`src/rtl/cdc_pkg.sv`:
```
// Shared constants and elaboration helpers for clock-domain-crossing blocks.
package cdc_pkg;

  localparam int DEFAULT_SYNC_STAGES = 2;

  // Fewer than two flops gives no meaningful metastability settling time.
  function automatic bit sync_stages_ok(input int stages);
    return stages >= 2;
  endfunction

endpackage

```
`src/rtl/mux_en_sync_if.sv`:
```
// Source/destination bundle for the mux-enable synchronizer: request, data bus, and returned status.
interface mux_en_sync_if #(
  parameter int WIDTH = 8
);

  logic             en_in;
  logic [WIDTH-1:0] data_in;
  logic [WIDTH-1:0] data_out;
  logic             data_valid;
  logic             en_ack;

  modport master (
    output en_in,
    output data_in,
    input  data_out,
    input  data_valid,
    input  en_ack
  );

  modport slave (
    input  en_in,
    input  data_in,
    output data_out,
    output data_valid,
    output en_ack
  );

endinterface

```
`src/rtl/mux_en_sync_sync_bit.sv`:
```
// Generic single-bit N-flop synchronizer with a synchronous active-high reset.
module sync_bit
  import cdc_pkg::*;
#(
  parameter int SYNC_STAGES = DEFAULT_SYNC_STAGES
) (
  input  logic clk,
  input  logic rst,
  input  logic d,
  output logic q
);

  if (!sync_stages_ok(SYNC_STAGES)) begin : g_bad_stages
    $error("sync_bit: SYNC_STAGES must be at least 2");
  end

  (* ASYNC_REG = "TRUE", dont_touch = "true" *)
  logic [SYNC_STAGES-1:0] s;

  always_ff @(posedge clk) begin
    if (rst) begin
      s <= '0;
    end else begin
      s <= {s[SYNC_STAGES-2:0], d};
    end
  end

  assign q = s[SYNC_STAGES-1];

endmodule

```
`src/rtl/mux_en_sync.sv`:
```
// Destination half of a mux-enable CDC: synchronizes en_in and loads data_in on its synchronized rising edge.
module mux_en_sync
  import cdc_pkg::*;
#(
  parameter int WIDTH       = 8,
  parameter int SYNC_STAGES = DEFAULT_SYNC_STAGES
) (
  input  logic          clk,
  input  logic          rst,
  mux_en_sync_if.slave  bus
);

  if (!sync_stages_ok(SYNC_STAGES)) begin : g_bad_stages
    $error("mux_en_sync: SYNC_STAGES must be at least 2");
  end

  logic             en_sync;
  logic             s_prev;
  logic             load;
  logic [WIDTH-1:0] data_q;
  logic             valid_q;

  sync_bit #(
    .SYNC_STAGES (SYNC_STAGES)
  ) u_sync_en (
    .clk (clk),
    .rst (rst),
    .d   (bus.en_in),
    .q   (en_sync)
  );

  assign load = en_sync & ~s_prev;

  // data_in is only trusted on the load edge; the source holds it stable until en_ack.
  always_ff @(posedge clk) begin
    if (rst) begin
      s_prev  <= 1'b0;
      data_q  <= '0;
      valid_q <= 1'b0;
    end else begin
      s_prev  <= en_sync;
      valid_q <= load;
      if (load) begin
        data_q <= bus.data_in;
      end
    end
  end

  assign bus.data_out   = data_q;
  assign bus.data_valid = valid_q;
  assign bus.en_ack     = en_sync;

endmodule

```
`src/flat_wrapper.sv`:
```
// flat-port wrapper written by rule: the top's interface ports become plain ports
module mux_en_sync_flat import cdc_pkg::*;
#(
  parameter int WIDTH       = 8,
  parameter int SYNC_STAGES = DEFAULT_SYNC_STAGES
)
  (clk, rst, bus_en_in, bus_data_in, bus_data_out, bus_data_valid, bus_en_ack);
  mux_en_sync_if #(.WIDTH(WIDTH)) bus_i ();
  input  logic clk;
  input  logic rst;
  input wire logic [$bits(bus_i.en_in)-1:0] bus_en_in;
  input wire logic [$bits(bus_i.data_in)-1:0] bus_data_in;
  output wire logic [$bits(bus_i.data_out)-1:0] bus_data_out;
  output wire logic [$bits(bus_i.data_valid)-1:0] bus_data_valid;
  output wire logic [$bits(bus_i.en_ack)-1:0] bus_en_ack;
  assign bus_i.en_in = bus_en_in;
  assign bus_i.data_in = bus_data_in;
  assign bus_data_out = bus_i.data_out;
  assign bus_data_valid = bus_i.data_valid;
  assign bus_en_ack = bus_i.en_ack;
  mux_en_sync #(.WIDTH(WIDTH), .SYNC_STAGES(SYNC_STAGES)) u_core (.clk(clk), .rst(rst), .bus(bus_i));
endmodule
```
`config.mk`:
```
export PLATFORM = sky130hd
export DESIGN_NAME = mux_en_sync_flat
export DESIGN_NICKNAME = d
export VERILOG_FILES = /design/src/rtl/cdc_pkg.sv /design/src/rtl/mux_en_sync_if.sv /design/src/rtl/mux_en_sync_sync_bit.sv /design/src/rtl/mux_en_sync.sv /design/src/flat_wrapper.sv
export SDC_FILE = /design/constraint.sdc
export NUM_CORES = 1
export LEC_CHECK = 0
export ABC_AREA = 1
export CAP_MARGIN = 0
export CORE_MARGIN = 3
export CORE_UTILIZATION = 35
export DETAILED_ROUTE_END_ITERATION = 10
export PLACE_DENSITY = 0.7
export SLEW_MARGIN = 20
export SYNTH_ARGS = -nofsm -noshare
export SYNTH_HDL_FRONTEND = slang
export SYNTH_SLANG_ARGS = --single-unit
```
`constraint.sdc`:
```
create_clock -name clk -period 1.1 [get_ports clk]
set_input_delay 0.22 -clock clk [delete_from_list [all_inputs] [get_ports clk]]
set_output_delay 0.22 -clock clk [all_outputs]
set_load 0.05 [all_outputs]
```
==> flow_summary.json <==
{
  "finalClockSkew_ps": 2.016,
  "synth-seq-cells": 12,
  "yosys_warnings": 0,
  "nFillCells": 98,
  "rsz0062_at_grt": "no",
  "drtPass1Iterations": 4,
  "worstPathRequired_ps": 880,
  "antenna_left": 0,
  "leakagePower_nw": 0.3806,
  "rows": 12,
  "die_area_sq_mm": 0.001778,
  "drv_cap": 0,
  "hold_slack_ps": 409.5,
  "vdd_drop_max_mv": 0.9651,
  "wl_per_cell_um": 10.31,
  "multi_input_area_sq_um": 157.7,
  "synth_seq_area_share_pct": 52.46,
  "power_density_mw_per_mm2": 1284,
  "initial_core_util_pct": 39.10,
  "finalCritPeriodShare_pct": 94.97,
  "yosysTopAreaCell": "dfxtp_1",
  "place_congestion": 0.6979,
  "register_area_sq_um": 244.0,
  "hpwlAfterDp_um": 806.1,
  "worstReg2RegStart": "u_core.u_sync_en.s[1]",
  "crit_slowest_cell": "dfxtp_1",
  "grt_pass1_vias": 380,
  "final_common_cell": "nor2_1",
  "yosysTopAreaCellShare_pct": 52.46,
  "syn_area_per_cell_sq_um": 7.269,
  "die_y_um": 42.17,
  "clock_latency_ps": 270,
  "syn-cell-area_sq_um": 457.9,
  "synth_cell_types": 9,
  "track_usage_pct": 12.91,
  "slew-limit-headroom_pct": 84.25,
  "crit_buf_inv": 1,
  "crit_path_max_incr_delay_ps": 400,
  "vias": 445,
  "setup_violations": 0,
  "numCtsBuffers": 3,
  "port-buffer-count": 20,
  "fmaxAchievable_mhz": 957.3,
  "cts.sinks": 12,
  "cp_max_fo": 2,
  "cts_tree": "built",
  "finalPower_mw": 1.052,
  "netlist_instances": 63,
  "post-route-min-period_ps": 1045,
  "antenna_found_initial": 0,
  "final_layout_size_suffix_gt1_share_pct": 22.73,
  "path_class": "register to output pin",
  "dp_slack_ps": 8.169,
  "layout_common_cells": "nor2_1 (19), inv_1 (11), dfxtp_1 (11), clkdlybuf4s50_1 (10), buf_12 (10)",
  "clock_path_buffers": 2,
  "crit_start": "u_core.bus.data_out[1]",
  "io_pins": 21,
  "critPathTopFamily": "flip-flops",
  "hold_class": "register to register",
  "syn_nets": 74,
  "synth.area.top_cells": "dfxtp_1 (52%), nor2_1 (16%), inv_1 (9.0%)",
  "status": "completed",
  "crit_arrival_ps": 820,
  "start_kind": "register",
  "first_iter_violations": 7,
  "layout_setup_ws_ps": 55.38,
  "die_w_um": 42.17,
  "worstMarginPinSlew_ps": 235.9,
  "drc_errors": 0,
  "routed_via_density": 4.363,
  "cts_root_buf": "clkbuf_4",
  "core_area_sq_mm": 0.001171,
  "finalHoldViolations": 0,
  "antenna_cells": 0,
  "final_nets": 100,
  "cp-end-kind": "output pin",
  "h-tree-depth": 1,
  "wirelength_um": 1052,
  "tns_ps": 0,
  "gr-total-overflow": 0,
  "grt_max_degree": 9,
  "min-delay-start": "u_core.u_sync_en.s[0]",
  "maxSlewViolCount": 0,
  "grt_pass1_wl_um": 1662,
  "clk_pin_slew_worst_paths_ps": 70,
  "cts_hold_buf": 0,
  "area_growth_pct": 78.96,
  "crit_chain": "buf_12"
}
==> routing by layer <==
| metal | GRT usage, % | wire length (um) | vias to the layer above | share of wire, % |
|---|---|---|---|---|
| li1 | - | - | 236 | - |
| met1 | 13.99 | 424 | 190 | 40 |
| met2 | 18.84 | 518 | 17 | 49 |
| met3 | 9.442 | 94 | 2 | 8.9 |
| met4 | 5.590 | 14 | 0 | 1.3 |
| met5 | 0 | 0 | - | 0 |
==> area by class of cell <==
cell class / instances / share of cell area (%)
sequential: 12 / 29.77
timing repair buffer: 22 / 38.47
tap: 14 / 2.137
inverter: 13 / 5.954
multi-input combinational: 37 / 19.24
clock buffer: 4 / 4.427
==> where the power goes <==
| part | internal, mW | total [mW] | switching (mW) |
|---|---|---|---|
| registers | 0.454 | 0.476 | 0.0218 |
| logic | 0.119 | 0.229 | 0.109 |
| clock network | 0.201 | 0.348 | 0.147 |
| total | 0.774 | 1.05 | 0.278 |
==> worst paths after layout <==
kind         depth (start not counted)                     end  slack [ps]
max reg2reg                          4  u_core.bus.data_out[0]         240
min                                  2   u_core.u_sync_en.s[1]         410
min reg2reg                          2   u_core.u_sync_en.s[1]         410
max                                  1         bus_data_out[1]          60
==> state kept, by name, indices dropped and copies added, names as in the netlist <==
name                   count
u_core.bus.data_out        8
u_core.bus.data_valid      1
u_core.s_prev              1
u_core.u_sync_en.s         2
==> cells in the mapped netlist <==
library cell	instances
buf_6	1
dfxtp_1	12
inv_1	11
inv_2	2
nand2_1	8
nand3_1	8
nor2_1	19
nor2_4	1
nor3_1	1
==> metrics by stage <==
stage	util, %	cells	cell area [sq um]
2_1_floorplan	-	63	459.2
3_5_place_dp	66.67	98	780.7
6_report	69.98	102	819.5
4_1_cts	69.77	102	817.0
3_3_place_gp	66.67	98	780.7
5_1_grt	69.98	102	819.5
==> what timing repair did <==
action,4_1_cts,5_1_grt
buffers inserted,0,0
endpoints found under the hold margin,0,0
setup endpoints to repair,0,1
resized for setup,0,1
==> tightest hold or removal path, delay by kind of cell, from the launching register on <==
family,cells,cell delay (ps)
flops,1,300
buf+inv,1,50
simple gates,1,30
==> logic make-up after synthesis <==
| kind of cell | count (synthesis) | share of synthesized area [%] |
|---|---|---|
| flip-flops | 12 | 52.46 |
| buffers and inverters | 14 | 13.12 |
| AND/OR/NAND/NOR | 37 | 34.43 |
Power figures use the tool's default switching activity.
